`config.mk`:
```
export PLATFORM = sky130hd
export DESIGN_NAME = parking_gate_controller_flat
export DESIGN_NICKNAME = d
export VERILOG_FILES = /design/src/rtl/parking_gate_controller_if.sv /design/src/rtl/parking_gate_controller.sv /design/src/flat_wrapper.sv
export SDC_FILE = /design/constraint.sdc
export NUM_CORES = 1
export LEC_CHECK = 0
export CAP_MARGIN = 20
export CORE_UTILIZATION = 30
export DETAILED_ROUTE_END_ITERATION = 8
export GPL_TIMING_DRIVEN = 0
export PLACE_DENSITY_LB_ADDON = 0.12
export SETUP_SLACK_MARGIN = 0.5
export SYNTH_ARGS = -nofsm -noshare
export SYNTH_HDL_FRONTEND = slang
export SYNTH_SLANG_ARGS = --single-unit
```
`constraint.sdc`:
```
create_clock -name clk -period 4.4 [get_ports clk]
set_input_delay 0.44 -clock clk [delete_from_list [all_inputs] [get_ports clk]]
set_output_delay 0.44 -clock clk [all_outputs]
set_load 0.005 [all_outputs]
```
`src/rtl/parking_gate_controller_if.sv`:
```
// rtl/parking_gate_controller_if.sv - sensor pulses in, occupancy status and gate drives out
interface parking_gate_controller_if #(
    parameter int CNT_W = 5
);
    logic             entry_pulse;
    logic             exit_pulse;
    logic [CNT_W-1:0] occupancy;
    logic [CNT_W-1:0] free_spaces;
    logic             full;
    logic             empty;
    logic             gate_in_open;
    logic             gate_out_open;
    logic             reject_pulse;
    logic             underflow_pulse;

    modport slave (
        input  entry_pulse, exit_pulse,
        output occupancy, free_spaces, full, empty,
               gate_in_open, gate_out_open, reject_pulse, underflow_pulse
    );

    modport master (
        output entry_pulse, exit_pulse,
        input  occupancy, free_spaces, full, empty,
               gate_in_open, gate_out_open, reject_pulse, underflow_pulse
    );
endinterface

```
`src/rtl/parking_gate_controller.sv`:
```
// rtl/parking_gate_controller.sv - lot occupancy tracking and timed entry/exit barrier sequencing
module parking_gate_controller #(
    parameter int CAPACITY    = 16,
    parameter int CNT_W       = 5,
    parameter int GATE_CYCLES = 100,
    parameter int TMR_W       = 16
) (
    input logic                  clk,
    input logic                  reset,
    parking_gate_controller_if.slave bus
);
    typedef enum logic [1:0] {IDLE, IN_OPEN, OUT_OPEN} state_t;

    localparam logic [CNT_W-1:0] CAP      = CNT_W'(CAPACITY);
    localparam logic [TMR_W-1:0] TMR_LOAD = TMR_W'(GATE_CYCLES - 1);

    state_t           state, state_n;
    logic [TMR_W-1:0] timer, timer_n;
    logic             pend_in, pend_in_n;
    logic             pend_out, pend_out_n;
    logic [CNT_W-1:0] occ, occ_n;
    logic [CNT_W-1:0] free_q;
    logic             full_q, empty_q;
    logic             gate_in_q, gate_out_q;
    logic             reject_q, reject_n;
    logic             underflow_q, underflow_n;
    logic             in_req, out_req;

    always_comb begin
        state_n     = state;
        timer_n     = timer;
        pend_in_n   = pend_in;
        pend_out_n  = pend_out;
        occ_n       = occ;
        reject_n    = 1'b0;
        underflow_n = 1'b0;
        in_req      = bus.entry_pulse | pend_in;
        out_req     = bus.exit_pulse | pend_out;

        case (state)
            IDLE: begin
                // Exit wins a tie; a simultaneous entry request is parked in pend_in.
                if (out_req) begin
                    pend_out_n = 1'b0;
                    if (occ == '0) begin
                        underflow_n = 1'b1;
                    end else begin
                        state_n = OUT_OPEN;
                        occ_n   = occ - 1'b1;
                        timer_n = TMR_LOAD;
                    end
                    if (in_req) pend_in_n = 1'b1;
                end else if (in_req) begin
                    pend_in_n = 1'b0;
                    if (occ == CAP) begin
                        reject_n = 1'b1;
                    end else begin
                        state_n = IN_OPEN;
                        occ_n   = occ + 1'b1;
                        timer_n = TMR_LOAD;
                    end
                end
            end
            default: begin
                if (bus.entry_pulse) pend_in_n  = 1'b1;
                if (bus.exit_pulse)  pend_out_n = 1'b1;
                if (timer == '0) state_n = IDLE;
                else             timer_n = timer - 1'b1;
            end
        endcase
    end

    always_ff @(posedge clk) begin
        if (reset) begin
            state       <= IDLE;
            timer       <= '0;
            pend_in     <= 1'b0;
            pend_out    <= 1'b0;
            occ         <= '0;
            free_q      <= CAP;
            full_q      <= 1'b0;
            empty_q     <= 1'b1;
            gate_in_q   <= 1'b0;
            gate_out_q  <= 1'b0;
            reject_q    <= 1'b0;
            underflow_q <= 1'b0;
        end else begin
            state       <= state_n;
            timer       <= timer_n;
            pend_in     <= pend_in_n;
            pend_out    <= pend_out_n;
            occ         <= occ_n;
            free_q      <= CAP - occ_n;
            full_q      <= (occ_n == CAP);
            empty_q     <= (occ_n == '0);
            gate_in_q   <= (state_n == IN_OPEN);
            gate_out_q  <= (state_n == OUT_OPEN);
            reject_q    <= reject_n;
            underflow_q <= underflow_n;
        end
    end

    assign bus.occupancy       = occ;
    assign bus.free_spaces     = free_q;
    assign bus.full            = full_q;
    assign bus.empty           = empty_q;
    assign bus.gate_in_open    = gate_in_q;
    assign bus.gate_out_open   = gate_out_q;
    assign bus.reject_pulse    = reject_q;
    assign bus.underflow_pulse = underflow_q;
endmodule
```
`src/flat_wrapper.sv`:
```
// flat-port wrapper written by rule: the top's interface ports become plain ports
module parking_gate_controller_flat 
#(
    parameter int CAPACITY    = 16,
    parameter int CNT_W       = 5,
    parameter int GATE_CYCLES = 100,
    parameter int TMR_W       = 16
)
  (clk, reset, bus_entry_pulse, bus_exit_pulse, bus_occupancy, bus_free_spaces, bus_full, bus_empty, bus_gate_in_open, bus_gate_out_open, bus_reject_pulse, bus_underflow_pulse);
  parking_gate_controller_if #(.CNT_W(CNT_W)) bus_i ();
  input logic clk;
  input logic reset;
  input wire logic [$bits(bus_i.entry_pulse)-1:0] bus_entry_pulse;
  input wire logic [$bits(bus_i.exit_pulse)-1:0] bus_exit_pulse;
  output wire logic [$bits(bus_i.occupancy)-1:0] bus_occupancy;
  output wire logic [$bits(bus_i.free_spaces)-1:0] bus_free_spaces;
  output wire logic [$bits(bus_i.full)-1:0] bus_full;
  output wire logic [$bits(bus_i.empty)-1:0] bus_empty;
  output wire logic [$bits(bus_i.gate_in_open)-1:0] bus_gate_in_open;
  output wire logic [$bits(bus_i.gate_out_open)-1:0] bus_gate_out_open;
  output wire logic [$bits(bus_i.reject_pulse)-1:0] bus_reject_pulse;
  output wire logic [$bits(bus_i.underflow_pulse)-1:0] bus_underflow_pulse;
  assign bus_i.entry_pulse = bus_entry_pulse;
  assign bus_i.exit_pulse = bus_exit_pulse;
  assign bus_occupancy = bus_i.occupancy;
  assign bus_free_spaces = bus_i.free_spaces;
  assign bus_full = bus_i.full;
  assign bus_empty = bus_i.empty;
  assign bus_gate_in_open = bus_i.gate_in_open;
  assign bus_gate_out_open = bus_i.gate_out_open;
  assign bus_reject_pulse = bus_i.reject_pulse;
  assign bus_underflow_pulse = bus_i.underflow_pulse;
  parking_gate_controller #(.CAPACITY(CAPACITY), .CNT_W(CNT_W), .GATE_CYCLES(GATE_CYCLES), .TMR_W(TMR_W)) u_core (.clk(clk), .reset(reset), .bus(bus_i));
endmodule
```
==> results of run 1 <==
[worst min-delay path by stage]
stage                                 from          endpoint  cells past startpoint
after floorplan           u_core.timer[14]  u_core.timer[14]                      2
after global placement    u_core.timer[14]  u_core.timer[14]                      2
after detailed placement  u_core.timer[14]  u_core.timer[14]                      2
after CTS                 u_core.timer[14]  u_core.timer[14]                      2
after global routing      u_core.timer[10]  u_core.timer[10]                      2
final                     u_core.timer[10]  u_core.timer[10]                      2
[stage by stage]
step | hold WS, ps | utilization (%) | cell area [µm²]
after global routing | 553 | 39.3 | 2070
after CTS | 519 | 39.3 | 2070
after floorplan | 471 | - | 1690
after global placement | 492 | 37.4 | 1970
final | 517 | 39.3 | 2070
after detailed placement | 502 | 37.4 | 1970
[kinds of logic (layout without fill, tap and decap cells)]
group | Yosys count | after routing | share of synthesized area [%]
compound gates | 33 | 33 | 12.8
xor+xnor | 13 | 13 | 6.73
fa+ha+maj | 6 | 6 | 4.44
buf+inv | 14 | 41 | 3.77
flops | 35 | 35 | 41.4
mux | 3 | 3 | 1.85
simple gates | 93 | 93 | 29.0
[cell usage in the layout (no fill, tap or decap), types with 2 or more instances in the layout]
cell | netlist | layout
a211oi_1 | 3 | 3
nor2b_1 | 4 | 4
o21ai_1 | 3 | 3
nand3_1 | 8 | 8
inv_1 | 5 | 5
clkbuf_8 | 0 | 7
nand2b_1 | 2 | 2
mux2i_1 | 2 | 2
nor4_1 | 2 | 2
or4_4 | 2 | 2
nand4_1 | 4 | 4
ha_1 | 6 | 6
o21ai_0 | 5 | 5
nand2_1 | 2 | 2
and2_1 | 2 | 2
clkbuf_1 | 7 | 8
and3_1 | 4 | 4
nor3_1 | 13 | 13
or2_2 | 3 | 3
clkdlybuf4s50_1 | 0 | 19
xnor2_1 | 5 | 5
or3_1 | 5 | 5
dfxtp_1 | 35 | 35
a21oi_1 | 10 | 10
nor2_1 | 34 | 34
xor2_1 | 8 | 8
or2_1 | 2 | 2
[worst register-to-register path: stages (launching register included)]
cell and delay [ps]:
dfxtp_1 480, inv_1 80, ha_1 260, nand4bb_1 150, nand3b_1 250, a22o_1 320, a2111o_1 450, ha_1 230
and3_1 170, ha_1 170, or2_2 260
[where the power goes]
part	internal, mW	switching, mW	total [mW]
registers	0.430	0.0917	0.522
logic	0.436	0.507	0.943
clock network	0.143	0.116	0.259
[area by class of cell]
| class | count | area [µm²] | area share (%) |
|---|---|---|---|
| Clock buffer | 8 | 100 | 4.84 |
| Timing Repair Buffer | 19 | 190 | 9.19 |
| Inverter | 5 | 18.8 | 0.907 |
| Tap cell | 70 | 87.6 | 4.23 |
| Buffer | 9 | 45.0 | 2.18 |
| Sequential cell | 35 | 701 | 33.9 |
| Multi-Input combinational cell | 148 | 927 | 44.8 |
[flip-flops by register name, summed over array words and instances (netlist names)]
| register | count |
|---|---|
| u_core.bus.occupancy | 4 |
| u_core.bus.gate_in_open | 1 |
| u_core.bus.free_spaces | 5 |
| u_core.state | 2 |
| u_core.bus.gate_out_open | 1 |
| u_core.pend_out | 1 |
| u_core.bus.reject_pulse | 1 |
| u_core.bus.empty | 1 |
| u_core.bus.underflow_pulse | 1 |
| u_core.bus.full | 1 |
| u_core.timer | 16 |
| u_core.pend_in | 1 |
[per-layer routing]
| layer | wire length (µm) | share of wire, % | global-route usage [%] | vias to the layer above |
|---|---|---|---|---|
| li1 | - | - | - | 746 |
| met4 | 76 | 2.0 | 7.17 | 0 |
| met1 | 2010 | 53 | 19.8 | 657 |
| met2 | 1590 | 42 | 21.0 | 22 |
| met5 | 0 | 0 | 0 | - |
| met3 | 103 | 2.7 | 3.57 | 7 |
==> flow_summary.yaml, run 1 <==
worst_setup_path:
  crit_required_ps: 4580
  max_stage_delay_ps: 450
  reg2reg_setup_slack_ps: 1460
  critPathSlowestCell: "a2111o_1"
  path_max_fanout: 7
  startpoint_type: "input pin"
  path_delay_family: "simple AND/OR/NAND/NOR gates"
  startpoint: "bus_exit_pulse"
  crit_end: "u_core.bus.empty"
  r2r-start: "u_core.bus.free_spaces[0]"
  crit_chain: "clkdlybuf4s50_1, nor2_1, nand3b_1, a22o_1, a2111o_1, ha_1, and3_1, ha_1, or2_2"
  cp-end-kind: "flop"
  crit_buf_inv: 1
  timing.rr.end: "u_core.bus.empty"
  crit_type: "input pin to flop"
  r2r_cells: 10
  crit_arrival_ps: 3130
  cp.depth: 9
  cp_common_cell: "ha_1"
synthesis:
  async_reset_ff_share_pct: 0
  ys_seq_area_share_pct: 41.4
  ys_warn_count: 0
  synthFlopType: "dfxtp_1"
  synth.avg_cell_area_um2: 8.59
  synth_largest_area_cell: "dfxtp_1"
  ys_ff_latch: 35
  netlist_instances: 197
  synth_area_um2: 1690
  synth_edf_count: 0
  ys_types: 46
  syn_nets: 207
  netlist_top_cells_count: "35 x dfxtp_1, 34 x nor2_1, 13 x nor3_1, 10 x a21oi_1"
  synth.area.top_cells: "dfxtp_1 41%, nor2_1 7.5%, ha_1 4.4%, xor2_1 4.1%, nor3_1 3.8%"
  post-synth-top-count-cell: "dfxtp_1"
  yosys.area.top_type_share_pct: 41.4
route:
  vias_per_cell: 4.87
  drt-total-wl_um: 3780
  drc_errors: 0
  route.vias.total: 1432
  wl_per_cell_um: 12.9
  drt_iter0_drc: 79
  ant_nets: 0
  first_pass_iters: 4
power:
  design_power_total_mw: 1.72
  p_per_area_nw_per_um2: 833
  peakVddDrop_mv: 0.298
  p_leak_nw: 0.805
finish:
  antennaDiodeCount: 0
  final_nets: 233
  instances_no_fill: 294
  syn2layout_area_growth_pct: 22.3
  drive_above_1_share_pct: 7.59
  n_fill_cell: 570
clocking:
  ctsHtreeMaxLevel: 2
  numCtsBuffers: 5
  clkTransAtPathRegs_ps: 70
  cts_max_path_buffers: 2
  cts_tree: "done"
  ctsResizeCount: 0
  post_cts_buffers: 0
  holdBufCountCts: 0
  clkLatencyLatePin_ps: 290
  root_buffer: "clkbuf_8"
  clock-sinks: 35
placement:
  dp_cells: 286
  routabilityCongestion: 0.753
  hpwl_um: 2780
  portBuffers: 19
  pre_cts_ws_ps: 1150
die:
  coreArea_um2: 5270
  pin_count: 20
  die_y_um: 77.1
  start_util_pct: 32.1
  die-area_um2: 5940
  std_cell_rows: 26
  die_w_um: 77.1
sta:
  skew_ps: 7.44
  rsz0062_at_grt: "no"
  max_freq_mhz: 339
  fin_ws_ps: 1450
  period_share_pct: 67.0
  final_max_slew_viol_count: 0
  finalSetupTns_ps: 0
  fin_crit_ps: 2950
  final-setup-viol-count: 0
  max_slew_margin_pct: 60.1
  hold_viol: 0
  worst_pin_slew_ps: 597
flow_run:
  cap_violations: 0
global_routing:
  grt.overflow.total: 0
  grt_start_max_net_pins: 11
  grt_use_total_pct: 14.5
  antenna_found_initial: 0
  grt_pass1_wl_um: 6690
  grt_pass1_vias: 1390
min_path:
  hold_path.class: "flop to flop"
status:
  outcome: "completed"
Note: power is estimated with default switching activity, not from simulation.
==> run 2: changes to the inputs <==
Clock period 4.4 ns to 2.9 ns, I/O delays scaled along.
==> run 2 against run 1 <==
  * Highest routed layer unchanged
  * Critical path type is now flop to flop
  * Cell count rose by 3.7%
  * First-iteration DRC count is 27% lower
  * Total power rose by 67%
  * Hold slack got worse by 6.1 ps
  * Critical endpoint is now u_core.timer[15]
  * Clock skew hardly changed
==> flow_summary.yaml, run 2 (same netlist as run 1, synthesis figures left out) <==
worst_setup_path:
  max_stage_delay_ps: 550
  crit_required_ps: 3060
  crit_arrival_ps: 2520
  critPathSlowestCell: "or4_4"
  crit_chain: "or4_4, or4_4, or3_4, buf_8, nand4_1, xor2_1, nor2_1"
  crit_buf_inv: 1
  startpoint_type: "flop"
  path_max_fanout: 5
  crit_type: "flop to flop"
  cp_common_cell: "or4_4"
  path_delay_family: "simple AND/OR/NAND/NOR gates"
  cp-end-kind: "flop"
route:
  drc_errors: 0
  wl_per_cell_um: 13.3
  ant_nets: 0
  first_pass_iters: 4
  drt_iter0_drc: 58
  vias_per_cell: 4.90
  drt-total-wl_um: 4050
  top_layer_used: "met4"
  met2WireLength_um: 1740
  met1_length_um: 2090
  route.vias.total: 1496
  met3_length_um: 137
clocking:
  clkLatencyLatePin_ps: 280
  ctsHtreeMaxLevel: 2
  root_buffer: "clkbuf_8"
  cts_tree: "done"
  numCtsBuffers: 5
  clock-sinks: 35
  clkTransAtPathRegs_ps: 60
  holdBufCountCts: 0
  cts_max_path_buffers: 2
sta:
  period_share_pct: 81.5
  final-setup-viol-count: 0
  max_freq_mhz: 423
  finalSetupTns_ps: 0
  fin_crit_ps: 2360
  final_max_slew_viol_count: 0
  worst_pin_slew_ps: 621
  rsz0062_at_grt: "yes"
  hold_viol: 0
  max_slew_margin_pct: 58.4
  skew_ps: 7.23
finish:
  final_core_util_pct: 42.6
  largest_reg_flops: 16
  antennaDiodeCount: 0
  top_register: "u_core.timer"
  final_nets: 246
  drive_above_1_share_pct: 20.4
  layout_common_cells: "31 x nor2_1, 30 x dfxtp_1, 19 x clkdlybuf4s50_1"
  syn2layout_area_growth_pct: 32.8
  final_area_um2: 2250
  layout_commonest_cell: "nor2_1"
die:
  die-area_um2: 5940
  pin_count: 20
  die_y_um: 77.1
  std_cell_rows: 26
  coreArea_um2: 5270
  start_util_pct: 32.1
  die_w_um: 77.1
global_routing:
  grt.overflow.total: 0
  grt_use_total_pct: 14.8
  antenna_found_initial: 0
  grt_pass1_wl_um: 6810
  grt_pass1_vias: 1427
  grt_start_max_net_pins: 11
min_path:
  hold_path.class: "flop to flop"
power:
  seqPwrFrac_pct: 27.6
  peakVddDrop_mv: 0.471
  p_leak_nw: 0.883
  p_per_area_nw_per_um2: 1280
  p_int_mw: 1.72
  combPwrFrac_pct: 61.3
  switching_share_pct: 40.2
  p_clk_share_pct: 11.2
  switchingPower_mw: 1.16
flow_run:
  cap_violations: 0
placement:
  hpwl_um: 2770
  place_area_um2: 1990
  portBuffers: 19
  routabilityCongestion: 0.750
status:
  outcome: "completed"
-- run 2: power by group through the flow --
stage          registers (mW)  logic [mW]  clock network (mW)
6_report                0.793        1.76               0.321
3_3_place_gp            0.808        1.47                   0
5_1_grt                 0.817        1.97               0.354
3_5_place_dp            0.808        1.47                   0
4_1_cts                 0.791        1.55               0.333
2_1_floorplan           0.784        1.09                   0
-- run 2: cell type report --
| type | count | area (µm²) |
|---|---|---|
| Buffer | 9 | 52.6 |
| Clock buffer | 6 | 72.6 |
| Tap cell | 70 | 87.6 |
| Fill cell | 546 | 3020 |
| Sequential cell | 35 | 712 |
| Inverter | 5 | 18.8 |
| Timing Repair Buffer | 32 | 305 |
| Multi-Input combinational cell | 148 | 998 |
-- run 2: worst paths after layout --
kind                            cells after the start  slack (ps)             start          endpoint
worst max register to register                      7         540  u_core.timer[10]  u_core.timer[15]
worst max-delay path                                7         540  u_core.timer[10]  u_core.timer[15]
worst min-delay path                                2         510  u_core.timer[14]  u_core.timer[14]
worst min register to register                      2         510  u_core.timer[14]  u_core.timer[14]
-- run 2: worst register-to-register path, cell delays in order (launching register included) --
cell and delay, ps:
dfxtp_2 320, or4_4 550, or4_4 530, or3_4 370, buf_8 140, nand4_1 100
xor2_1 170, nor2_1 50
-- run 2: routing by layer --
layer	GRT usage [%]	vias to the layer above
li1	-	770
met3	3.93	9
met4	6.60	0
met1	19.9	689
met2	21.9	28
met5	0	-
-- run 2: per-stage QoR --
stage / setup slack [ps] / total power, mW / hold WS, ps / std cells
detailed placement: -47.0 / 2.27 / 494 / 286
finish: 536 / 2.88 / 511 / 305
global route: 442 / 3.14 / 535 / 305
floorplan: 505 / 1.88 / 370 / 197
CTS: 476 / 2.67 / 513 / 296
global placement: -99.7 / 2.28 / 492 / 286
-- run 2: repair_timing --
action                     4_1_cts  5_1_grt
resized for setup                6       12
setup buffers                    4        8
pin swaps                        2       13
cloned                           0        1
setup endpoints to repair       10       13
==> run 3: changes to the inputs <==
Clock period 2.9 ns to 2.35 ns, I/O delays scaled along.
==> run 3 against run 2 <==
  * Setup slack worse by 490 ps
  * Cell count up 1.6%
  * Combinational power up 38%
  * Die area unchanged
  * Global-route usage down 0.39 points
  * Clock power up 51%
  * Sequential share of layout area down 2.0 points
  * Cell area up 7.0%
  * Non-clock buffer count up 3
  * Critical path type unchanged
  * Highest routed layer unchanged
==> flow_summary.yaml, run 3 (same netlist as run 1, synthesis figures left out) <==
global_routing:
  grt_util_met2_pct: 24.5
  antenna_found_initial: 0
  grt_use_total_pct: 14.4
  grt_use_met1_pct: 17.0
  grt_start_max_net_pins: 11
  use_met3_pct: 3.45
  top_usage_layer: "met2"
  grt.overflow.total: 0
  grt_pass1_wl_um: 6710
  grt_pass1_vias: 1438
worst_setup_path:
  path_max_fanout: 3
  r2r_cells: 10
  cp-end-kind: "flop"
  startpoint: "u_core.bus.occupancy[1]"
  crit_buf_inv: 1
  max_stage_delay_ps: 420
  cp_common_cell: "ha_4"
  critPathSlowestCell: "a2111o_1"
  crit_arrival_ps: 2490
  timing.rr.end: "u_core.bus.empty"
  crit_type: "flop to flop"
  cp.depth: 10
  startpoint_type: "flop"
  reg2reg_setup_slack_ps: 50
  crit_chain: "inv_4, ha_4, nand4bb_1, nand3b_1, a22o_1, a2111o_1, ha_4, and3_4, ha_4, or2_4"
  crit_required_ps: 2530
  path_delay_family: "compound AO/OA/AOI/OAI gates"
  r2r-start: "u_core.bus.occupancy[1]"
power:
  p_leak_nw: 0.925
  p_per_area_nw_per_um2: 1620
  design_power_total_mw: 3.90
  peakVddDrop_mv: 0.627
clocking:
  clkTransAtPathRegs_ps: 70
  clkLatencyLatePin_ps: 290
  ctsHtreeMaxLevel: 2
  clock-sinks: 35
  cts_max_path_buffers: 2
  cts_tree: "done"
  numCtsBuffers: 5
  root_buffer: "clkbuf_8"
  holdBufCountCts: 0
die:
  pin_count: 20
  start_util_pct: 32.1
  die-area_um2: 5940
  std_cell_rows: 26
  die_w_um: 77.1
  coreArea_um2: 5270
  die_y_um: 77.1
route:
  vias_per_cell: 4.95
  drt-total-wl_um: 4020
  route.vias.total: 1536
  drc_errors: 0
  ant_nets: 0
  drt_iter0_drc: 49
  first_pass_iters: 4
  wl_per_cell_um: 13.0
sta:
  hold_ws_ps: 517
  final-setup-viol-count: 0
  fin_crit_ps: 2300
  finalSetupTns_ps: 0
  skew_ps: 8.23
  worst_pin_slew_ps: 630
  final_max_slew_viol_count: 0
  period_share_pct: 98.1
  rsz0062_at_grt: "yes"
  hold_viol: 0
  max_slew_margin_pct: 57.8
  max_freq_mhz: 434
finish:
  final_nets: 249
  final_area_um2: 2400
  syn2layout_area_growth_pct: 42.1
  antennaDiodeCount: 0
  top_register: "u_core.timer"
  final_core_util_pct: 45.6
  largest_reg_flops: 16
  layout_commonest_cell: "nor2_1"
  drive_above_1_share_pct: 29.6
  layout_common_cells: "30 x nor2_1, 29 x dfxtp_1, 19 x clkdlybuf4s50_1"
placement:
  routabilityCongestion: 0.709
  hpwl_um: 2700
  place_area_um2: 2080
  portBuffers: 19
min_path:
  hp-start: "u_core.timer[14]"
  hold_path.class: "flop to flop"
  hold_depth: 2
  holdPathEnd: "u_core.timer[14]"
status:
  outcome: "completed"
flow_run:
  cap_violations: 0
[run 3: cell types whose count changed in the layout (fill, tap and decap cells not counted), moves of 3 or more]
cell / change
ha_4: +3
a21oi_2: +6
a21oi_1: -6
clkbuf_8: +3
buf_4: +3
[run 3: per-stage QoR]
stage	setup WS (ps)	std cells
after floorplan	54.0	197
after global placement	-556	286
after detailed placement	-533	286
after CTS	50.6	307
after global routing	-29.9	310
final	45.2	310
[run 3: where the power goes]
part	internal, mW	switching (mW)
sequential	0.816	0.171
combinational	1.21	1.22
clock	0.268	0.217
[run 3: routing by layer]
metal | routed length, µm | vias up
met4 | 59 | 0
met1 | 1840 | 720
li1 | - | 782
met2 | 1970 | 27
met5 | 0 | -
met3 | 148 | 7
[run 3: worst min-delay path: cells and delay by family, from the launching register on]
kind | cells | cell delay, ps
xor gates and xnor gates | 1 | 70
and+or+nand+nor | 1 | 80
DFF | 1 | 340
[run 3: worst max-delay path by stage]
stage	slack, ps	to
global placement	-560	u_core.bus.empty
finish	50	u_core.bus.empty
CTS	50	u_core.bus.empty
global route	-30	u_core.timer[10]
floorplan	50	u_core.bus.empty
detailed placement	-530	u_core.bus.empty
[run 3: cell type report]
type | instances | area [µm²]
Timing Repair Buffer | 35 | 310
Tap cell | 70 | 87.6
Inverter | 5 | 21.3
Buffer | 9 | 56.3
Multi-Input combinational cell | 148 | 1110
Sequential cell | 35 | 713
Fill cell | 554 | 2870
Clock buffer | 8 | 100
[run 3: timing repair]
| item | 4_1_cts | 5_1_grt |
|---|---|---|
| cloned | 1 | 0 |
| resized for setup | 17 | 10 |
| pin swaps | 11 | 4 |
| buffers inserted | 12 | 3 |
| endpoints found under the setup margin | 28 | 29 |
